### src/rtl/bus_ctrl_8085_if.sv
// CPU-side bus of the 8085 controller: core strobes/status, demultiplexed
// address and data, and the memory/I/O strobes that the controller generates.
interface bus_ctrl_8085_if;
  logic        ALE;
  logic        IO_Mn;
  logic        S1;
  logic        S0;
  logic        RDn;
  logic        WRn;
  logic [7:0]  AD;
  logic [7:0]  A_HI;
  logic [7:0]  data_in;
  logic        READY;
  logic [15:0] mem_addr;
  logic [7:0]  mem_wdata;
  logic [7:0]  mem_rdata;
  logic        mem_rd;
  logic        mem_wr;
  logic        io_rd;
  logic        io_wr;
  logic        halt;
  logic        bus_err;

  modport slave (
    input  ALE, IO_Mn, S1, S0, RDn, WRn, AD, A_HI, mem_rdata,
    output data_in, READY, mem_addr, mem_wdata,
    output mem_rd, mem_wr, io_rd, io_wr, halt, bus_err
  );

  modport master (
    output ALE, IO_Mn, S1, S0, RDn, WRn, AD, A_HI, mem_rdata,
    input  data_in, READY, mem_addr, mem_wdata,
    input  mem_rd, mem_wr, io_rd, io_wr, halt, bus_err
  );
endinterface

### src/rtl/bus_ctrl_8085.sv
// 8085 bus controller: latches the address on ALE, inserts WAIT_STATES wait
// cycles, then issues one registered memory or I/O strobe per machine cycle.
module bus_ctrl_8085 #(
  parameter int unsigned WAIT_STATES = 0,
  parameter logic [7:0]  INTA_OPCODE = 8'hFF
) (
  input  logic           clk,
  input  logic           rst,
  bus_ctrl_8085_if.slave bus
);

  typedef enum logic [1:0] {ST_IDLE, ST_ADDR, ST_WAIT, ST_ACCESS} state_t;

  localparam logic [3:0] WCNT_INIT = 4'(WAIT_STATES);

  state_t      state_q, state_d;
  logic [3:0]  wcnt_q, wcnt_d;
  logic [2:0]  type_q, type_d;
  logic        rd_req_q, rd_req_d;
  logic        wr_req_q, wr_req_d;
  logic [15:0] addr_q, addr_d;
  logic [7:0]  wdata_q, wdata_d;
  logic [7:0]  data_in_q, data_in_d;
  logic        halt_q, halt_d;
  logic        bus_err_q, bus_err_d;
  // {mem_rd, mem_wr, io_rd, io_wr}, only ever non-zero while in ACCESS
  logic [3:0]  strobe_q, strobe_d;

  logic is_inta;
  logic type_rd;
  logic type_wr;

  assign is_inta = (type_q == 3'b111);
  assign type_rd = (type_q == 3'b011) || (type_q == 3'b010) || (type_q == 3'b110);
  assign type_wr = (type_q == 3'b001) || (type_q == 3'b101);

  always_comb begin
    state_d   = state_q;
    wcnt_d    = wcnt_q;
    type_d    = type_q;
    rd_req_d  = rd_req_q;
    wr_req_d  = wr_req_q;
    addr_d    = addr_q;
    wdata_d   = wdata_q;
    data_in_d = data_in_q;
    halt_d    = halt_q;
    bus_err_d = bus_err_q;
    strobe_d  = 4'b0000;

    case (state_q)
      ST_IDLE: begin
        if (bus.ALE) begin
          addr_d = {bus.A_HI, bus.AD};
          type_d = {bus.IO_Mn, bus.S1, bus.S0};
          wcnt_d = WCNT_INIT;
          if ({bus.IO_Mn, bus.S1, bus.S0} == 3'b000) begin
            halt_d = 1'b1;
          end else begin
            halt_d  = 1'b0;
            state_d = ST_ADDR;
          end
        end
      end
      ST_ADDR: begin
        rd_req_d = !bus.RDn;
        wr_req_d = !bus.WRn;
        if (!bus.WRn) wdata_d = bus.AD;
        state_d = (wcnt_q != 4'd0) ? ST_WAIT : ST_ACCESS;
      end
      ST_WAIT: begin
        wcnt_d = wcnt_q - 4'd1;
        if (wcnt_q == 4'd1) state_d = ST_ACCESS;
      end
      ST_ACCESS: begin
        state_d = ST_IDLE;
        if (is_inta && !(rd_req_q && wr_req_q)) begin
          data_in_d = INTA_OPCODE;
        end else if (strobe_q[3] || strobe_q[1]) begin
          data_in_d = bus.mem_rdata;
        end
        // A non-INTA access that reached ACCESS without a strobe was illegal
        if ((rd_req_q && wr_req_q) || (!is_inta && strobe_q == 4'b0000)) begin
          bus_err_d = 1'b1;
        end
      end
      default: state_d = ST_IDLE;
    endcase

    if (bus.ALE && state_q != ST_IDLE) bus_err_d = 1'b1;

    // Strobes are registered on entry to ACCESS so the outputs come straight off flops
    if (state_d == ST_ACCESS) begin
      if (rd_req_d && !wr_req_d && type_rd) begin
        strobe_d = type_q[2] ? 4'b0010 : 4'b1000;
      end else if (wr_req_d && !rd_req_d && type_wr) begin
        strobe_d = type_q[2] ? 4'b0001 : 4'b0100;
      end
    end
  end

  always_ff @(posedge clk or negedge rst) begin
    if (!rst) begin
      state_q   <= ST_IDLE;
      wcnt_q    <= 4'd0;
      type_q    <= 3'b000;
      rd_req_q  <= 1'b0;
      wr_req_q  <= 1'b0;
      addr_q    <= 16'h0000;
      wdata_q   <= 8'h00;
      data_in_q <= 8'h00;
      halt_q    <= 1'b0;
      bus_err_q <= 1'b0;
      strobe_q  <= 4'b0000;
    end else begin
      state_q   <= state_d;
      wcnt_q    <= wcnt_d;
      type_q    <= type_d;
      rd_req_q  <= rd_req_d;
      wr_req_q  <= wr_req_d;
      addr_q    <= addr_d;
      wdata_q   <= wdata_d;
      data_in_q <= data_in_d;
      halt_q    <= halt_d;
      bus_err_q <= bus_err_d;
      strobe_q  <= strobe_d;
    end
  end

  assign bus.READY     = (state_q != ST_WAIT);
  assign bus.data_in   = data_in_q;
  assign bus.mem_addr  = addr_q;
  assign bus.mem_wdata = wdata_q;
  assign bus.mem_rd    = strobe_q[3];
  assign bus.mem_wr    = strobe_q[2];
  assign bus.io_rd     = strobe_q[1];
  assign bus.io_wr     = strobe_q[0];
  assign bus.halt      = halt_q;
  assign bus.bus_err   = bus_err_q;

endmodule

### src/flat_wrapper.sv
// flat-port wrapper written by rule: the top's interface ports become plain ports
module bus_ctrl_8085_flat 
#(
  parameter int unsigned WAIT_STATES = 0,
  parameter logic [7:0]  INTA_OPCODE = 8'hFF
)
  (clk, rst, bus_ALE, bus_IO_Mn, bus_S1, bus_S0, bus_RDn, bus_WRn, bus_AD, bus_A_HI, bus_mem_rdata, bus_data_in, bus_READY, bus_mem_addr, bus_mem_wdata, bus_mem_rd, bus_mem_wr, bus_io_rd, bus_io_wr, bus_halt, bus_bus_err);
  bus_ctrl_8085_if bus_i ();
  input  logic clk;
  input  logic rst;
  input wire logic [$bits(bus_i.ALE)-1:0] bus_ALE;
  input wire logic [$bits(bus_i.IO_Mn)-1:0] bus_IO_Mn;
  input wire logic [$bits(bus_i.S1)-1:0] bus_S1;
  input wire logic [$bits(bus_i.S0)-1:0] bus_S0;
  input wire logic [$bits(bus_i.RDn)-1:0] bus_RDn;
  input wire logic [$bits(bus_i.WRn)-1:0] bus_WRn;
  input wire logic [$bits(bus_i.AD)-1:0] bus_AD;
  input wire logic [$bits(bus_i.A_HI)-1:0] bus_A_HI;
  input wire logic [$bits(bus_i.mem_rdata)-1:0] bus_mem_rdata;
  output wire logic [$bits(bus_i.data_in)-1:0] bus_data_in;
  output wire logic [$bits(bus_i.READY)-1:0] bus_READY;
  output wire logic [$bits(bus_i.mem_addr)-1:0] bus_mem_addr;
  output wire logic [$bits(bus_i.mem_wdata)-1:0] bus_mem_wdata;
  output wire logic [$bits(bus_i.mem_rd)-1:0] bus_mem_rd;
  output wire logic [$bits(bus_i.mem_wr)-1:0] bus_mem_wr;
  output wire logic [$bits(bus_i.io_rd)-1:0] bus_io_rd;
  output wire logic [$bits(bus_i.io_wr)-1:0] bus_io_wr;
  output wire logic [$bits(bus_i.halt)-1:0] bus_halt;
  output wire logic [$bits(bus_i.bus_err)-1:0] bus_bus_err;
  assign bus_i.ALE = bus_ALE;
  assign bus_i.IO_Mn = bus_IO_Mn;
  assign bus_i.S1 = bus_S1;
  assign bus_i.S0 = bus_S0;
  assign bus_i.RDn = bus_RDn;
  assign bus_i.WRn = bus_WRn;
  assign bus_i.AD = bus_AD;
  assign bus_i.A_HI = bus_A_HI;
  assign bus_i.mem_rdata = bus_mem_rdata;
  assign bus_data_in = bus_i.data_in;
  assign bus_READY = bus_i.READY;
  assign bus_mem_addr = bus_i.mem_addr;
  assign bus_mem_wdata = bus_i.mem_wdata;
  assign bus_mem_rd = bus_i.mem_rd;
  assign bus_mem_wr = bus_i.mem_wr;
  assign bus_io_rd = bus_i.io_rd;
  assign bus_io_wr = bus_i.io_wr;
  assign bus_halt = bus_i.halt;
  assign bus_bus_err = bus_i.bus_err;
  bus_ctrl_8085 #(.WAIT_STATES(WAIT_STATES), .INTA_OPCODE(INTA_OPCODE)) u_core (.clk(clk), .rst(rst), .bus(bus_i));
endmodule
### config.mk
export PLATFORM = sky130hd
export DESIGN_NAME = bus_ctrl_8085_flat
export DESIGN_NICKNAME = d
export VERILOG_FILES = /design/src/rtl/bus_ctrl_8085_if.sv /design/src/rtl/bus_ctrl_8085.sv /design/src/flat_wrapper.sv
export SDC_FILE = /design/constraint.sdc
export NUM_CORES = 1
export LEC_CHECK = 0
export BUFFER_PORTS_ARGS = -buffer_cell sky130_fd_sc_hd__clkbuf_2
export CAP_MARGIN = 25
export CORE_AREA = 4 4 53 90
export CTS_BUF_LIST = sky130_fd_sc_hd__clkbuf_2 sky130_fd_sc_hd__clkbuf_4 sky130_fd_sc_hd__clkbuf_8
export CTS_CLUSTER_SIZE = 28
export DETAILED_ROUTE_END_ITERATION = 16
export DIE_AREA = 0 0 57 94
export PLACE_DENSITY = 0.84
export SYNTH_ARGS = -nofsm -noshare
export SYNTH_HDL_FRONTEND = slang
export SYNTH_SLANG_ARGS = --single-unit
### constraint.sdc
create_clock -name clk -period 2.12 [get_ports clk]
set_clock_uncertainty 0.2 [all_clocks]
set_input_delay 0.212 -clock clk [delete_from_list [all_inputs] [get_ports clk]]
set_output_delay 0.212 -clock clk [all_outputs]
set_load 0.02 [all_outputs]
==> results.yml <==
outcome:
  status: "completed"
sta:
  slew_violations: 0
  setup-violations-final: 0
  fin_crit_sh_pct: 91.3
  hold_viol: 0
  setup_slack_ns: 0.184
  slew-limit-headroom_pct: 61.5
  setup_tns_ns: 0
  rsz0062_at_grt: "false"
  finalCriticalPeriod_ns: 1.94
  fmax_ghz: 0.516
  worstMarginPinSlew_ns: 0.578
drt:
  first_pass_iters: 4
  post_drt_wl_per_cell_um: 14.2
  routed_wl_mm: 4.25
  viasPerCell: 4.96
  drc: 0
  antenna_left: 0
  dr.first_iter.drc_count: 11
  num_vias: 1478
synthesis:
  yosysWarnings: 0
  synth.avg_cell_area_um2: 14.0
  synth_nets: 180
  synth_area_um2: 1990
  ys_seq_area_share_pct: 61.5
  synth_cells: 142
  synth_cell_types: 29
  synth-seq-cells: 49
floorplan:
  initial_utilization_pct: 48.5
  ios: 71
  die-area_um2: 5360
  fp-row-count: 31
  core_area_um2: 4110
  dieHeight_um: 94
  fp.dieW_um: 57
grt:
  grt_pass1_wl_mm: 7.10
  globalRouteMet1Util_pct: 19.3
  grt_max_degree: 50
  top_usage_layer: "met2"
  gr-usage-met2_pct: 30.0
  antenna_found_initial: 0
  grt_overflow_total: 0
  use_met3_pct: 4.81
  grt_pass1_vias: 1573
  grt_use_total_pct: 17.0
critical_path:
  crit_arrival_ns: 1.96
  crit_required_ns: 2.15
  critPathCaptureType: "register"
  path_max_fanout: 5
  critPathKind: "reg2reg"
  critPathLaunchType: "register"
  rr_worst_depth: 5
cells_and_area:
  layout_common_cells: "clkbuf_2 (70), dfrtp_1 (49), dlygate4sd3_1 (29), mux2_2 (28), nand2_1 (9)"
  antenna_cells: 0
  fin_nets: 286
  layout_commonest_cell: "clkbuf_2"
  fill_cells: 317
  area_growth_pct: 40.9
  drive_above_1_share_pct: 45.4
clock_network:
  cts-buffers-inserted: 5
  clk_latency_ns: 0.29
  cts_tree: "built"
  cts_htree_levels: 2
  clkTransAtPathRegs_ns: 0.08
  holdBufCountCts: 29
  cts.sink_count: 49
  ctsResizeCount: 0
  postCtsSetupRepairBufs: 0
  cts_max_path_buffers: 2
  cts_root_buf: "clkbuf_8"
placed_design:
  gp_congestion: 0.765
  numPortBuffers: 70
  place_ws_ns: 0.196
  detailedPlacementHpwl_mm: 2.99
run:
  cap_violations: 0
power_and_ir_drop:
  peakVddDrop_mv: 1.13
  finalPower_mw: 4.05
  power.density_nw_per_um2: 1440
  power_leakage_nw: 1.36
hold_path:
  hp-class: "in2reg"
  holdPathStages: 4
==> cell families after synthesis <==
group / after synthesis / share of synthesized area (%)
AOI/OAI and AO/OA: 21 / 8.34
DFF: 49 / 61.5
muxes: 30 / 16.8
adders and majority gates: 6 / 3.76
and+or+nand+nor: 25 / 7.40
buffers and inverters: 11 / 2.20
==> where the power goes <==
| group | switching, mW | total (mW) | internal, mW |
|---|---|---|---|
| Combinational | 1.03 | 1.82 | 0.793 |
| Clock | 0.302 | 0.604 | 0.301 |
| Sequential | 0.258 | 1.62 | 1.36 |
| Total | 1.59 | 4.05 | 2.46 |
==> synth_stat cells <==
master	number	area, um^2
nand2_1	9	33.8
a22o_1	2	17.5
inv_1	8	30.0
nand4_1	1	6.26
a21boi_1	1	7.51
a311o_1	1	10.0
clkbuf_1	1	3.75
o22a_1	8	70.1
or2b_1	1	7.51
mux2_2	28	315
nor4b_1	1	8.76
nor3_1	3	15.0
nand3_1	2	10.0
nand3b_1	1	7.51
or4b_4	1	13.8
buf_2	2	10.0
nor3_2	1	10.0
nor3b_2	1	12.5
o221ai_2	1	15.0
nand2b_1	1	6.26
ha_1	6	75.1
mux2i_1	2	20.0
nor2b_1	1	6.26
a22oi_1	1	7.51
or3_1	1	6.26
dfrtp_1	49	1230
o41ai_1	1	8.76
nor2_1	1	3.75
o21ai_0	6	30.0
==> worst paths after layout <==
path / end / from / slack (ns)
max: u_core.strobe_q[0]$_DFF_PN0_ / u_core.state_q[1]$_DFF_PN0_ / 0.18
min: u_core.wr_req_q$_DFF_PN0_ / bus_WRn / 0.1
max reg2reg: u_core.strobe_q[0]$_DFF_PN0_ / u_core.state_q[1]$_DFF_PN0_ / 0.18
min reg2reg: u_core.bus.bus_err$_DFFE_PN0P_ / u_core.bus.bus_err$_DFFE_PN0P_ / 0.29
max in group asynchronous: u_core.bus.mem_addr[8]$_DFFE_PN0P_ / rst / 1.00
min in group asynchronous: u_core.wcnt_q[1]$_DFFE_PN0P_ / rst / 0.34
==> final cells by class <==
| cell class | instances | area (um^2) | area share, % |
|---|---|---|---|
| flip-flops and latches | 49 | 1230 | 43.6 |
| multi-input cells | 82 | 724 | 25.8 |
| repair buffers | 102 | 663 | 23.6 |
| clock buffers | 7 | 96.3 | 3.43 |
| well taps | 49 | 61.3 | 2.18 |
| inverters | 8 | 30.0 | 1.07 |
| clock inverters | 1 | 8.76 | 0.312 |
==> metal layers <==
metal  vias up  part of all wire (%)
met5         -                     0
met4         0                   1.4
met3         6                   6.2
met2        43                    55
met1       713                    37
li1        716                     -
==> worst max-delay path: stages, from the launching register on <==
cell	delay (ns)
dfrtp_1	0.41
inv_1	0.08
ha_1	0.23
o21ai_0	0.19
or4b_4	0.57
nor3b_2	0.18
==> stage by stage <==
stage               instance area [um^2]  hold WS (ns)  util, %  instances
CTS                                 2810        0.0909     68.4        298
global route                        2810         0.123     68.4        298
global placement                    2410         0.148     58.7        261
floorplan                           1990        -0.284        -        142
detailed placement                  2410         0.148     58.7        261
finish                              2810        0.0967     68.4        298
==> flip-flops by register name, indices dropped and copies added (netlist names) <==
register,cells
u_core.bus.bus_err,1
u_core.rd_req_q,1
u_core.bus.data_in,8
u_core.wcnt_q,4
u_core.state_q,2
u_core.wr_req_q,1
u_core.bus.mem_wdata,8
u_core.type_q,3
u_core.bus.mem_addr,16
u_core.strobe_q,4
u_core.bus.halt,1
Power figures use the tool's default switching activity.
